File: src/rtl/hazard_control_unit_pkg.sv
// Shared definitions for the hazard control unit.
// Holds the FSM state encodings and the hard-wired zero register index.
package hazard_control_unit_pkg;

    typedef enum logic [1:0] {
        ST_RUN      = 2'd0,
        ST_MEM_WAIT = 2'd1,
        ST_ERROR    = 2'd2
    } hz_state_e;

    localparam int REG_X0 = 0;

endpackage : hazard_control_unit_pkg

File: src/rtl/hazard_control_unit_hz_sat_counter.sv
// Saturating up-counter used for hazard statistics.
// Ports:
//   clk    rising-edge clock
//   rst_n  synchronous active-low reset, clears the count
//   inc    add one this cycle (ignored once the count is all ones)
//   count  current count value
module hz_sat_counter #(
    parameter int W = 32
) (
    input  logic         clk,
    input  logic         rst_n,
    input  logic         inc,
    output logic [W-1:0] count
);

    always_ff @(posedge clk) begin
        if (!rst_n) begin
            count <= '0;
        end else if (inc && (count != {W{1'b1}})) begin
            count <= count + W'(1);
        end
    end

endmodule : hz_sat_counter

File: src/rtl/hazard_control_unit.sv
// Hazard control unit: drives stall, bubble, flush and hold controls for
// load-use, data-memory wait and taken-branch redirect, and keeps saturating
// statistics counters.
// Ports:
//   clk, rst_n                       clock, synchronous active-low reset
//   if_id_rs1/rs2, if_id_uses_rs2    source operands of the decode instruction
//   id_ex_rd/mem_read/reg_write      destination info of the EX instruction
//   ex_mem_req, dmem_ready           MEM stage access and completion
//   ex_branch_taken                  taken branch/jump resolved in EX
//   pc_write_en .. mem_wb_bubble     pipeline controls (combinational)
//   mem_timeout_err                  sticky timeout error
//   load_use_cnt/mem_wait_cnt/flush_cnt  saturating statistics
//
// state    | meaning
// ---------+---------------------------------------------------------
// RUN      | normal flow; a busy memory access freezes and enters MEM_WAIT
// MEM_WAIT | waiting on dmem_ready; frozen until ready, timeout to ERROR
// ERROR    | memory never answered; full freeze until reset
module hazard_control_unit
    import hazard_control_unit_pkg::*;
#(
    parameter int REG_ADDR_W  = 5,
    parameter int MEM_TIMEOUT = 255,
    parameter int CNT_W       = 32
) (
    input  logic                  clk,
    input  logic                  rst_n,
    input  logic [REG_ADDR_W-1:0] if_id_rs1,
    input  logic [REG_ADDR_W-1:0] if_id_rs2,
    input  logic                  if_id_uses_rs2,
    input  logic [REG_ADDR_W-1:0] id_ex_rd,
    input  logic                  id_ex_mem_read,
    input  logic                  id_ex_reg_write,
    input  logic                  ex_mem_req,
    input  logic                  dmem_ready,
    input  logic                  ex_branch_taken,
    output logic                  pc_write_en,
    output logic                  if_id_write_en,
    output logic                  if_id_flush,
    output logic                  id_ex_bubble,
    output logic                  ex_mem_hold,
    output logic                  mem_wb_bubble,
    output logic                  mem_timeout_err,
    output logic [CNT_W-1:0]      load_use_cnt,
    output logic [CNT_W-1:0]      mem_wait_cnt,
    output logic [CNT_W-1:0]      flush_cnt
);

    localparam int WAIT_W = (MEM_TIMEOUT < 1) ? 1 : $clog2(MEM_TIMEOUT + 1);
    localparam logic [WAIT_W-1:0] WAIT_LIMIT = WAIT_W'(MEM_TIMEOUT);

    hz_state_e         state_q;
    logic [WAIT_W-1:0] wait_ctr_q;
    logic              err_q;

    logic load_use;
    logic mem_busy;
    logic frozen;
    logic in_error;
    logic do_branch;
    logic do_load_use;

    // x0 is hard-wired zero, so a load targeting it never creates a hazard.
    assign load_use = id_ex_mem_read && id_ex_reg_write &&
                      (id_ex_rd != REG_ADDR_W'(REG_X0)) &&
                      ((id_ex_rd == if_id_rs1) ||
                       (if_id_uses_rs2 && (id_ex_rd == if_id_rs2)));

    assign mem_busy = ex_mem_req && !dmem_ready;

    // In MEM_WAIT only dmem_ready releases the freeze; ex_mem_req is held
    // by the pipeline itself and is not re-qualified here.
    assign frozen   = ((state_q == ST_RUN) && mem_busy) ||
                      ((state_q == ST_MEM_WAIT) && !dmem_ready);
    assign in_error = (state_q == ST_ERROR);

    // A branch seen while frozen stays in EX under ex_mem_hold and is acted
    // on naturally in the first unfrozen cycle.
    assign do_branch   = !in_error && !frozen && ex_branch_taken;
    assign do_load_use = !in_error && !frozen && !ex_branch_taken && load_use;

    always_comb begin
        pc_write_en    = 1'b1;
        if_id_write_en = 1'b1;
        if_id_flush    = 1'b0;
        id_ex_bubble   = 1'b0;
        ex_mem_hold    = 1'b0;
        mem_wb_bubble  = 1'b0;
        if (!rst_n) begin
            pc_write_en    = 1'b0;
            if_id_write_en = 1'b0;
            if_id_flush    = 1'b1;
            id_ex_bubble   = 1'b1;
            ex_mem_hold    = 1'b0;
            mem_wb_bubble  = 1'b1;
        end else if (in_error || frozen) begin
            pc_write_en    = 1'b0;
            if_id_write_en = 1'b0;
            ex_mem_hold    = 1'b1;
            mem_wb_bubble  = 1'b1;
        end else if (do_branch) begin
            if_id_flush    = 1'b1;
            id_ex_bubble   = 1'b1;
        end else if (do_load_use) begin
            pc_write_en    = 1'b0;
            if_id_write_en = 1'b0;
            id_ex_bubble   = 1'b1;
        end
    end

    always_ff @(posedge clk) begin
        if (!rst_n) begin
            state_q    <= ST_RUN;
            wait_ctr_q <= '0;
            err_q      <= 1'b0;
        end else begin
            case (state_q)
                ST_RUN: begin
                    if (mem_busy) begin
                        state_q    <= ST_MEM_WAIT;
                        wait_ctr_q <= WAIT_W'(1);
                    end
                end
                ST_MEM_WAIT: begin
                    if (dmem_ready) begin
                        state_q    <= ST_RUN;
                        wait_ctr_q <= '0;
                    end else if (wait_ctr_q >= WAIT_LIMIT) begin
                        state_q <= ST_ERROR;
                        err_q   <= 1'b1;
                    end else begin
                        wait_ctr_q <= wait_ctr_q + WAIT_W'(1);
                    end
                end
                ST_ERROR: begin
                    state_q <= ST_ERROR;
                    err_q   <= 1'b1;
                end
                default: begin
                    state_q    <= ST_RUN;
                    wait_ctr_q <= '0;
                end
            endcase
        end
    end

    assign mem_timeout_err = err_q;

    hz_sat_counter #(.W(CNT_W)) u_load_use_cnt (
        .clk   (clk),
        .rst_n (rst_n),
        .inc   (do_load_use),
        .count (load_use_cnt)
    );

    hz_sat_counter #(.W(CNT_W)) u_mem_wait_cnt (
        .clk   (clk),
        .rst_n (rst_n),
        .inc   (frozen),
        .count (mem_wait_cnt)
    );

    hz_sat_counter #(.W(CNT_W)) u_flush_cnt (
        .clk   (clk),
        .rst_n (rst_n),
        .inc   (do_branch),
        .count (flush_cnt)
    );

endmodule : hazard_control_unit

File: config.mk
export PLATFORM = sky130hd
export DESIGN_NAME = hazard_control_unit
export DESIGN_NICKNAME = d
export VERILOG_FILES = /design/src/rtl/hazard_control_unit_pkg.sv /design/src/rtl/hazard_control_unit_hz_sat_counter.sv /design/src/rtl/hazard_control_unit.sv
export SDC_FILE = /design/constraint.sdc
export NUM_CORES = 1
export LEC_CHECK = 0
export CAP_MARGIN = 30
export CELL_PAD_IN_SITES_DETAIL_PLACEMENT = 2
export CELL_PAD_IN_SITES_GLOBAL_PLACEMENT = 2
export CORE_AREA = 2 2 144 146
export CTS_CLUSTER_DIAMETER = 50
export DETAILED_ROUTE_END_ITERATION = 7
export DIE_AREA = 0 0 146 148
export PLACE_DENSITY_LB_ADDON = 0.1
export RECOVER_POWER = 50
export SLEW_MARGIN = 15
export SYNTH_ARGS = -nofsm -noshare
export SYNTH_HDL_FRONTEND = slang
export SYNTH_HIERARCHICAL = 1
export SYNTH_SLANG_ARGS = --single-unit
export TNS_END_PERCENT = 30
File: constraint.sdc
create_clock -name clk -period 3.2 [get_ports clk]
set_input_delay 0.32 -clock clk [delete_from_list [all_inputs] [get_ports clk]]
set_output_delay 0.32 -clock clk [all_outputs]
set_load 0.1 [all_outputs]
==> impl_results.md, run 1 <==
* Layout cells sized above 1 at 0.0836
* GRT Overall Usage at 0.193
* Ports at 126
* Synthesized area per cell at 8.44 µm²
* Rows at 52
* Clk buf depth at 2
* Slew HR at 0.192
* First-pass GRT wire length at 34,300 µm
* Worst-path cell chain: clkdlybuf4s50_1 > xnor2_1 > nand3_1 > o22ai_1 > and3_1 > nand4_1 > or4_4 > or3_1 > or4_1 > a21oi_1
* Die area at 0.0216 mm²
* Final setup viols at 0
* RSZ-0062 raised after global routing: false
* FMAX at 344 MHz
* Clock transition at the registers of the reported paths at 0.07 ns
* Leak at 2.62 nW
* Via count at 6,173
* H-tree Lvls at 3
* Drt total wl at 20,900 µm
* Critical path fanouts, max at 3
* Clk_lat worst skew at 0.35 ns
* DRT antenna net count at 0
* Worst Path Arrival at 3.19 ns
* Crit-path slowest cell: clkdlybuf4s50_1
* Final cell count without fillers at 1,107
* Vias in the first global route at 6,630
* Initial antenna violation count at 0
* Max stage delay on crit path at 0.55 ns
* Postcts setup bufs at 0
* Vias per inst at 5.58
* Final net count at 859
* Root buf cell: clkbuf_16
* Num CTS Buffers at 9
* Total grt overflow at 0
* Cell Pwr Density at 353 mW/mm²
* Post-synth EDFFs at 0
* Top-area cell type share of the netlist area at 0.363
* Startpoint types: input port
* Finished Cell Area at 0.00780 mm²
* Mapped Cells at 699
* Least-Margin Pin Slew at 1.22 ns
* IO buf count at 125
* Wire length per cell at 18.9 µm
* Worst vdd ir at 0.225 mV
* Max Cap Violations at 0
* Largest net degree at the start of global routing at 34
* Synth area leader: dfxtp_1
* Fin. max-slew vios at 0
* Final hold vios at 0
* CTS tree: yes
* Synthesized net count at 726
* Drt pass-1 iters at 5
* Mapped cell area at 0.00590 mm²
* Area of the multi-input gates at 0.00355 mm²
* Placer congestion estimate at 0.767
* # resized after CTS at 0
* Dpl cells at 1,091
* DRC at 0
* Sequential area share after synthesis at 0.363
* Post-CTS Hold Fix Bufs at 0
* Crit Path Class: in2reg
* Worst Hold Class: in2reg
* Initial DRC Count at 193
* Cell with the most instances after synthesis: dfxtp_1
* Clock Sinks at 107
* Ys async rst share at 0
* Synth Flop Type: dfxtp_1
* Reg area at 0.00214 mm²
* Die W at 146 µm
* Status: complete, no violations
* Synth cell types at 50
* Top post-synthesis cells by area: dfxtp_1 36%, or4_1 4.5%, a21oi_1 4.4%
* Total power at 2.75 mW
* YS warnings at 6
* Detail Placement HPWL at 15,700 µm
* CP Data Required Time at 3.49 ns
* Top post-synthesis cells by count: 107 x dfxtp_1, 58 x nand2_1, 52 x a21oi_1
* Number of fill cells at 2,337
* CP endpoint kind: register
* Clk_skew at 0.0111 ns
* Area grow syn2layout at 32.3%
* DP Area at 0.00762 mm²
* Post-synthesis register bit count at 107
* Die H at 148 µm
* Minimum clock period at 2.91 ns
* Diode count at 0
* Tcrit/Tclk final at 0.909
* Starting Density at 0.294
* Core area at 0.0200 mm²
stage by stage:
stage                     setup TNS, ns  utilization  setup WS [ns]  hold WS, ns
after floorplan                       0            -          0.227        0.436
after global placement                0        0.380        0.00330        0.462
after detailed placement         -0.186        0.380         -0.117        0.489
after CTS                             0        0.395          0.249        0.473
after global routing                  0        0.389         0.0777        0.485
final                                 0        0.389          0.292        0.470
worst max-delay path: cells and delay by family:
kind	cells	cell delay [ns]
xor gates and xnor gates	1	0.15
AOI/OAI and AO/OA	2	0.36
buffers and inverters	1	0.55
and+or+nand+nor	6	1.81
where the power goes:
part / internal (mW) / switching (mW)
logic: 0.0814 / 0.161
registers: 1.34 / 0.00881
clock network: 0.630 / 0.536
total: 2.05 / 0.705
cells in the final DEF (no fill, tap or decap), drive strengths merged, types with 2 or more instances in the layout:
master | Yosys | final
and3 | 13 | 13
o21ai | 15 | 15
o31ai | 34 | 34
o21a | 3 | 3
o41ai | 12 | 12
nor3 | 12 | 12
a21o | 3 | 3
nor2b | 2 | 2
xor2 | 4 | 4
clkbuf | 30 | 34
clkinvlp | 0 | 2
and2 | 8 | 8
nand4 | 29 | 29
dfxtp | 107 | 107
or4 | 41 | 41
ha | 4 | 4
clkdlybuf4s50 | 0 | 43
nand3 | 44 | 44
and4 | 18 | 18
or3 | 21 | 21
dlygate4sd3 | 0 | 62
nor2 | 38 | 38
nor4 | 18 | 18
o311ai | 6 | 6
a2111oi | 3 | 3
a2111o | 3 | 3
a31oi | 5 | 5
a21oi | 52 | 52
mux2i | 23 | 23
o2111ai | 4 | 4
o211ai | 6 | 6
a211oi | 3 | 3
buf | 8 | 33
xnor2 | 22 | 22
nand2b | 28 | 28
nand2 | 58 | 58
inv | 12 | 12
o31a | 3 | 3
worst paths after layout:
kind | startpoint | to | slack (ns) | cells past startpoint
max | id_ex_rd[0] | u_load_use_cnt/count[31] | 0.29 | 10
min | rst_n | u_load_use_cnt/count[6] | 0.47 | 2
max reg2reg | state_q[0] | u_load_use_cnt/count[31] | 0.35 | 9
min reg2reg | mem_timeout_err | mem_timeout_err | 0.49 | 2
final cells by class:
type / count / share of cell area
multi-input combinational: 542 / 0.455
clock inverter: 4 / 0.00641
timing repair buffer: 160 / 0.183
tap: 270 / 0.0433
clock buffer: 12 / 0.0316
inverter: 12 / 0.00577
sequential: 107 / 0.274
logic make-up after synthesis:
kind of cell    after synthesis  synth area share
simple gates                333             0.333
compound gates              156             0.182
flops                       107             0.363
buf+inv                      50            0.0352
xor+xnor                     26            0.0386
mux                          23            0.0390
fa+ha+maj                     4           0.00849
state kept, by name, summed over array words and instances (netlist names):
name and count:
state_q 2, u_mem_wait_cnt/count 32, wait_ctr_q 8, u_load_use_cnt/count 32, mem_timeout_err 1, u_flush_cnt/count 32
metal layers:
metal / routed length, µm / vias to the layer above / track usage
li1: - / 2964 / -
met1: 9380 / 3106 / 0.233
met2: 10700 / 90 / 0.358
met3: 602 / 13 / 0.0290
met4: 216 / 0 / 0.0471
met5: 0 / - / 0
(Power assumes the default switching activity.)
==> run 2, diff against run 1 <==
--- a/config.mk
+++ b/config.mk
@@ -5,6 +5,7 @@
 export SDC_FILE = /design/constraint.sdc
 export NUM_CORES = 1
 export LEC_CHECK = 0
+export ABC_CLOCK_PERIOD_IN_PS = 3200
 export CAP_MARGIN = 30
 export CELL_PAD_IN_SITES_DETAIL_PLACEMENT = 2
 export CELL_PAD_IN_SITES_GLOBAL_PLACEMENT = 2
==> results of run 2 <==
No change in the layout: final DEF, timing and power equal those of run 1.
